==> config.mk <==
export PLATFORM = sky130hd
export DESIGN_NAME = multi_digit_updown_counter
export DESIGN_NICKNAME = d
export VERILOG_FILES = /design/src/rtl/multi_digit_updown_counter.sv
export SDC_FILE = /design/constraint.sdc
export NUM_CORES = 1
export LEC_CHECK = 0
export ABC_CLOCK_PERIOD_IN_PS = 2610
export CORE_MARGIN = 2
export CORE_UTILIZATION = 53
export DETAILED_ROUTE_END_ITERATION = 6
export DONT_BUFFER_PORTS = 1
export PLACE_DENSITY = 0.73
export SKIP_CTS_REPAIR_TIMING = 1
export SLEW_MARGIN = 20
export SYNTH_ARGS = -nofsm -noshare
export SYNTH_HDL_FRONTEND = slang
export SYNTH_SLANG_ARGS = --single-unit
==> constraint.sdc <==
create_clock -name clk -period 2.61 [get_ports clk]
set_input_delay 0.3915 -clock clk [delete_from_list [all_inputs] [get_ports clk]]
set_output_delay 0.3915 -clock clk [all_outputs]
set_load 0.05 [all_outputs]
==> src/rtl/multi_digit_updown_counter.sv <==
// rtl/multi_digit_updown_counter.sv - N-digit binary/BCD up/down counter with load, tc and wrap pulse
// Optional feature macro: MULTI_DIGIT_COUNTER_SATURATE_EN (hold at terminal value instead of wrapping)
module multi_digit_updown_counter #(
  parameter int DIGITS = 4
) (
  input  logic                clk,
  input  logic                mstr_reset,
  input  logic                en,
  input  logic                cnt_type,
  input  logic                cnt_mode,
  input  logic                load,
  input  logic [4*DIGITS-1:0] load_val,
  output logic [4*DIGITS-1:0] out,
  output logic                tc,
  output logic                carry_out
);

  localparam int W = 4 * DIGITS;
  localparam logic [W-1:0] ALL_ONES  = {W{1'b1}};
  localparam logic [W-1:0] ALL_NINES = {DIGITS{4'h9}};

  logic [W-1:0] terminal;
  logic [W-1:0] reset_val;
  logic [W-1:0] bin_next;
  logic [W-1:0] bcd_next;
  logic [W-1:0] step_val;
  logic [W-1:0] load_clamped;
  logic [3:0]   digit;
  logic [3:0]   new_digit;
  logic         ripple;

  // Terminal and reset values depend only on the currently selected type/direction
  always_comb begin
    terminal  = cnt_mode ? '0 : (cnt_type ? ALL_NINES : ALL_ONES);
    reset_val = cnt_mode ? (cnt_type ? ALL_NINES : ALL_ONES) : '0;
  end

  assign tc = (out == terminal);

  // Plain binary step, wraps naturally modulo 2^W
  always_comb begin
    bin_next = cnt_mode ? (out - 1'b1) : (out + 1'b1);
  end

  // BCD digit ripple; nibbles above 9 are read as 9 so stale binary values settle into BCD
  always_comb begin
    bcd_next  = '0;
    ripple    = 1'b1;
    digit     = 4'd0;
    new_digit = 4'd0;
    for (int i = 0; i < DIGITS; i++) begin
      digit = out[4*i +: 4];
      if (digit > 4'd9) digit = 4'd9;
      if (!ripple) begin
        new_digit = digit;
      end else if (!cnt_mode) begin
        if (digit == 4'd9) begin
          new_digit = 4'd0;
        end else begin
          new_digit = digit + 4'd1;
          ripple    = 1'b0;
        end
      end else begin
        if (digit == 4'd0) begin
          new_digit = 4'd9;
        end else begin
          new_digit = digit - 4'd1;
          ripple    = 1'b0;
        end
      end
      bcd_next[4*i +: 4] = new_digit;
    end
  end

  assign step_val = cnt_type ? bcd_next : bin_next;

  // Load value is forced into BCD range when counting in BCD
  always_comb begin
    load_clamped = load_val;
    for (int i = 0; i < DIGITS; i++) begin
      if (cnt_type && (load_val[4*i +: 4] > 4'd9)) load_clamped[4*i +: 4] = 4'd9;
    end
  end

  // Counter register: reset > load > count > hold; carry_out marks a wrap on this edge
  always_ff @(posedge clk) begin
    if (mstr_reset) begin
      out       <= reset_val;
      carry_out <= 1'b0;
    end else if (load) begin
      out       <= load_clamped;
      carry_out <= 1'b0;
    end else if (en) begin
`ifdef MULTI_DIGIT_COUNTER_SATURATE_EN
      if (!tc) out <= step_val;
      carry_out <= 1'b0;
`else
      out       <= step_val;
      carry_out <= tc;
`endif
    end else begin
      carry_out <= 1'b0;
    end
  end

endmodule
==> metrics.yaml, run 1 <==
synthesis:
  synth_top_area_share_pct: 18.7
  synthArstFlopShare_pct: 0
  post-synth-top-area-cell: "edfxtp_1"
  synth_area_per_cell_um2: 7.51
  syn_inst: 342
  ys_ff_latch: 17
  syn_nets: 379
  syn_area_um2: 2570
  seq_area_frac_synth_pct: 19.5
  synth_commonest_cells: "37 x nor2_1, 32 x a21oi_1, 25 x o21ai_0, 21 x nand2_1, 17 x clkbuf_1"
  synthDistinctLibCells: 69
  ys.flop_type: "edfxtp_1"
  synth-edff-count: 16
  yosysMostFrequentCell: "nor2_1"
  synthTopCellsByArea: "edfxtp_1 19%, ha_1 6.8%, a21oi_1 6.2%, nor2_1 5.4%, o21ai_0 4.9%"
  ys_warn_count: 0
pwr:
  switching_share_pct: 47.0
  p_leak_nw: 1.17
  p_seq_share_pct: 24.2
  cellPowerDensity_nw_per_um2: 527
  combPwrFrac_pct: 61.7
  p_switching_w: 0.000744
  p_clk_share_pct: 14.1
  internal-power_w: 0.000837
  ir_drop_uv: 298
sta:
  worst_pin_slew_ps: 807
  maxSlewViolCount: 0
  relSlewSlack_pct: 46.2
  setup_viol: 0
  post-route-period-util_pct: 96.9
  fmax_mhz: 395
  period_needed_ps: 2530
  hold_slack_ps: 263
  fin_tns_setup_ps: 0
  final-hold-violation-count: 0
  clock_skew_ps: 2.30
  rsz0062_at_grt: "yes"
global_route:
  grt.total_usage_pct: 31.5
  grt_max_degree: 51
  antenna_found_initial: 0
  grt_pass1_wl_um: 13200
  grt_pass1_vias: 2614
  grt_overflow: 0
routing:
  routedWlPerCell_um: 19.8
  vias_per_cell: 6.87
  drtIter0Drc: 411
  first_pass_iters: 5
  drtAntennaViolNets: 0
  num_vias: 2865
  routed_wl_um: 8250
  drc: 0
worst_setup_path:
  worstSetupPathType: "reg -> out"
  required_ps: 2220
  start_kind: "flop"
  cp_num_buf_inv: 2
  crit_chain: "buf_6 > or2_2 > nor2_1 > o2111ai_1 > a2111oi_4 > buf_6"
  cp.arrival_ps: 2140
  cp_slowest_stage_delay_ps: 500
  critical_path.most_common_cell: "buf_6"
  critPathCaptureType: "output pin"
  crit_slowest_cell: "edfxtp_1"
  cp_top_family: "flip-flops"
  path_max_fanout: 6
job:
  maxCapViolCount: 0
floorplan:
  rows: 25
  initial_utilization_pct: 54.8
  core_area_um2: 4690
  die_h_um: 73.6
  ios: 40
  die_area_um2: 5420
  die_w_um: 73.6
cts:
  htree_levels: 1
  cts_tree: "yes"
  clockBufferDepth: 2
  cts_made_buffers: 3
  clkSinkCount: 17
  clock_latency_ps: 270
  clk_pin_slew_ps: 80
  clockRootBuffer: "clkbuf_8"
finish:
  area_growth_pct: 16.8
  design_area_um2: 3000
  fin_nets: 401
  fin_cells: 417
  fin_util_pct: 64.0
  n_antenna_cell: 0
  drive_gt1_share_pct: 20.9
  fill_cells: 398
placement:
  placed_area_um2: 2920
  dp_cells: 413
  gp_congestion: 0.946
  dpl.hpwl_um: 6120
  numPortBuffers: 0
worst_hold_path:
  hp-class: "in -> reg"
status:
  status: "finished clean"
[per-stage QoR]
stage	worst slack (ps)	total power, W
final	80.5	0.00158
after global routing	0.851	0.00167
after CTS	-38.7	0.00156
after detailed placement	30.6	0.00133
after global placement	95.2	0.00131
after floorplan	-64.9	0.00111
[per-layer routing]
layer	track usage, %	share of wire [%]
met5	0	0
met2	50.0	47
met4	10.3	2.9
met1	43.6	41
met3	5.21	9.1
[cell usage in the layout, fill, tap and decap left out, types with 3 or more instances in the layout]
| cell type | netlist | final |
|---|---|---|
| a31o_2 | 4 | 4 |
| nor2b_1 | 8 | 7 |
| buf_4 | 0 | 37 |
| nand3_1 | 8 | 8 |
| xnor2_1 | 10 | 10 |
| nand4_1 | 5 | 5 |
| a21oi_1 | 32 | 30 |
| a211oi_1 | 6 | 6 |
| nor2_1 | 37 | 37 |
| xor2_1 | 8 | 8 |
| or2_2 | 4 | 4 |
| and2_1 | 3 | 4 |
| a21o_1 | 6 | 6 |
| o21a_1 | 6 | 5 |
| o21ai_0 | 25 | 25 |
| nand2_1 | 21 | 21 |
| a31oi_1 | 3 | 3 |
| or4_4 | 2 | 3 |
| a221oi_2 | 1 | 3 |
| ha_1 | 14 | 12 |
| a211o_1 | 3 | 3 |
| clkbuf_8 | 0 | 3 |
| inv_1 | 8 | 7 |
| nand2b_1 | 8 | 8 |
| and3_1 | 3 | 3 |
| o211ai_1 | 7 | 7 |
| nor3_1 | 9 | 9 |
| edfxtp_1 | 16 | 16 |
| nor4_1 | 3 | 3 |
| nand3b_1 | 3 | 3 |
| o31ai_1 | 9 | 9 |
[power by group through the flow]
stage	registers (W)	logic, W	clock network (W)
finish	0.000382	0.000977	0.000223
CTS	0.000381	0.000951	0.000224
global placement	0.000385	0.000927	0
global route	0.000387	0.00105	0.000230
detailed placement	0.000387	0.000945	0
floorplan	0.000519	0.000590	0
[worst reg2reg max path, delay by kind of cell, from the launching register on]
family             cells  cell delay, ps
AOI/OAI and AO/OA      4             690
muxes                  1             210
and+or+nand+nor        2             870
DFF                    1             490
[cell type report]
class	instances	area, um^2	area share, %
timing repair buffer	39	300	10.0
multi-input combinational	293	2050	68.3
inverter	10	37.5	1.25
clock buffer	3	41.3	1.38
clock inverter	1	5.00	0.167
sequential	17	500	16.7
tap	54	67.6	2.25
[logic make-up (layout without fill, tap and decap cells)]
logic type               Yosys count  after routing  synth area share, %
AO/OA/AOI/OAI                    131            131                 34.8
XOR/XNOR                          18             18                 6.13
adder cells (fa/ha/maj)           15             15                 7.60
buffers and inverters             32             53                 5.11
flip-flops                        17             17                 19.5
multiplexers                       3              3                 1.66
AND/OR/NAND/NOR                  126            126                 25.2
[worst paths after layout]
path                           from              endpoint  slack, ps  cells past startpoint
hold / removal                   en  carry_out$_SDFF_PP0_        260                      1
setup reg to reg   out[4]$_DFFE_PP_     out[11]$_DFFE_PP_        100                      7
hold reg to reg   out[15]$_DFFE_PP_     out[13]$_DFFE_PP_        940                      3
setup / recovery   out[6]$_DFFE_PP_                    tc         80                      6
[registers in the layout (all words and copies together) (netlist names)]
signal     flops
out           16
carry_out      1
(Power assumes the default switching activity.)
==> run 2, diff against run 1 <==
- ABC_CLOCK_PERIOD_IN_PS: 2610 -> 2100
- clock period: 2.61 -> 2.1 ns (I/O delays scaled with it)
==> run 2 against run 1 <==
The flow now finishes with violations (negative setup slack). Sequential cell count stayed put. Register-to-register slack worse by 640 ps. Critical endpoint is now out[14]$_DFFE_PP_. Worst hold slack worse by 72 ps. Setup slack worse by 620 ps. Routed wire length is 32% higher. Final area is 23% higher. Largest power group unchanged. Combinational power is 73% higher. Sequential power is 26% higher. Critical path depth is 2 higher. Core utilization is 15 points higher. Clock power is 22% higher. Final cell count is 14% higher.
==> metrics.yaml, run 2 (synthesis results as in run 1) <==
worst_hold_path:
  holdPathStages: 1
  hp-class: "in -> reg"
routing:
  drc: 0
  num_vias: 3402
  routedWlPerCell_um: 22.9
  first_pass_iters: 6
  drtAntennaViolNets: 0
  routed_wl_um: 10900
  vias_per_cell: 7.15
  drtIter0Drc: 531
floorplan:
  die_area_um2: 5420
  die_w_um: 73.6
  die_h_um: 73.6
  initial_utilization_pct: 54.8
  ios: 40
  rows: 25
  core_area_um2: 4690
sta:
  post-route-period-util_pct: 126
  relSlewSlack_pct: 45.2
  maxSlewViolCount: 0
  rsz0062_at_grt: "yes"
  fmax_mhz: 379
  fin_tns_setup_ps: -4800
  final-hold-violation-count: 0
  period_needed_ps: 2640
  hold_slack_ps: 192
  clock_skew_ps: 6.62
  setup_viol: 14
  worst_pin_slew_ps: 822
  setup_ws_ps: -538
job:
  maxCapViolCount: 0
finish:
  fill_cells: 282
  area_growth_pct: 44.2
  ff_latch_area_um2: 500
  drive_gt1_share_pct: 38.6
  largest_reg_flops: 16
  multi_input_area_um2: 2220
  most-common-layout-cells: "84 x buf_4, 33 x nor2_1, 26 x a21oi_1, 21 x nand2_1, 16 x edfxtp_1"
  reg_top3: "out x16, carry_out x1"
  top_register: "out"
  fin_util_pct: 79.0
  final_common_cell: "buf_4"
  design_area_um2: 3710
  fin_nets: 460
  n_antenna_cell: 0
global_route:
  grt_overflow: 0
  grt_max_degree: 51
  grt_pass1_wl_um: 14500
  grt_pass1_vias: 3010
  grt.total_usage_pct: 35.0
  antenna_found_initial: 0
pwr:
  ir_drop_uv: 394
  total_power_w: 0.00245
  cellPowerDensity_nw_per_um2: 660
  p_leak_nw: 1.53
worst_setup_path:
  required_ps: 2170
  start_kind: "flop"
  worstSetupPathType: "reg -> reg"
  cp.arrival_ps: 2700
  rrSetupSlack_ps: -540
  path_max_fanout: 4
  critPathCaptureType: "flop"
  rr_worst_depth: 8
cts:
  clkSinkCount: 17
  cts_made_buffers: 3
  htree_levels: 1
  clockRootBuffer: "clkbuf_8"
  clock_latency_ps: 270
  clk_pin_slew_ps: 80
  clockBufferDepth: 2
  cts_tree: "yes"
status:
  status: "finished with violations"
  violations: "negative setup slack"
placement:
  gp_congestion: 0.980
  placed_area_um2: 3270
  numPortBuffers: 0
  dpl.hpwl_um: 6730
## run 2: critical path: stages (launching register included)
cell	delay (ps)
edfxtp_1	480
ha_1	360
and3_1	250
nand3_1	160
o21a_2	300
nor4b_4	320
a211oi_2	90
xor2_1	150
o311ai_1	320
## run 2: per-stage QoR
stage,cells,setup slack [ps]
finish,476,-538
global route,476,-565
CTS,462,-450
detailed placement,458,-343
global placement,458,-355
floorplan,342,-575
## run 2: power by group
part / leakage, nW / switching (W) / internal [W]
logic: 1.32 / 0.000937 / 0.000755
registers: 0.180 / 0.0000549 / 0.000427
clock network: 0.0228 / 0.000138 / 0.000136
total: 1.53 / 0.00113 / 0.00132
## run 2: area by class of cell
type,count,area share (%)
sequential,17,13.5
tap,54,1.82
timing repair buffer,98,22.6
inverter,10,1.01
clock buffer,4,1.22
multi-input combinational,293,59.9
## run 2: routing by layer
layer | part of all wire (%) | GRT usage, %
met3 | 11 | 7.00
met5 | 0 | 0
met2 | 46 | 57.6
met1 | 37 | 44.2
met4 | 6.3 | 14.9
## run 2: worst paths after layout
| kind | startpoint | endpoint |
|---|---|---|
| setup / recovery | out[5]$_DFFE_PP_ | out[14]$_DFFE_PP_ |
| hold / removal | en | carry_out$_SDFF_PP0_ |
| setup reg to reg | out[5]$_DFFE_PP_ | out[14]$_DFFE_PP_ |
| hold reg to reg | out[15]$_DFFE_PP_ | out[13]$_DFFE_PP_ |
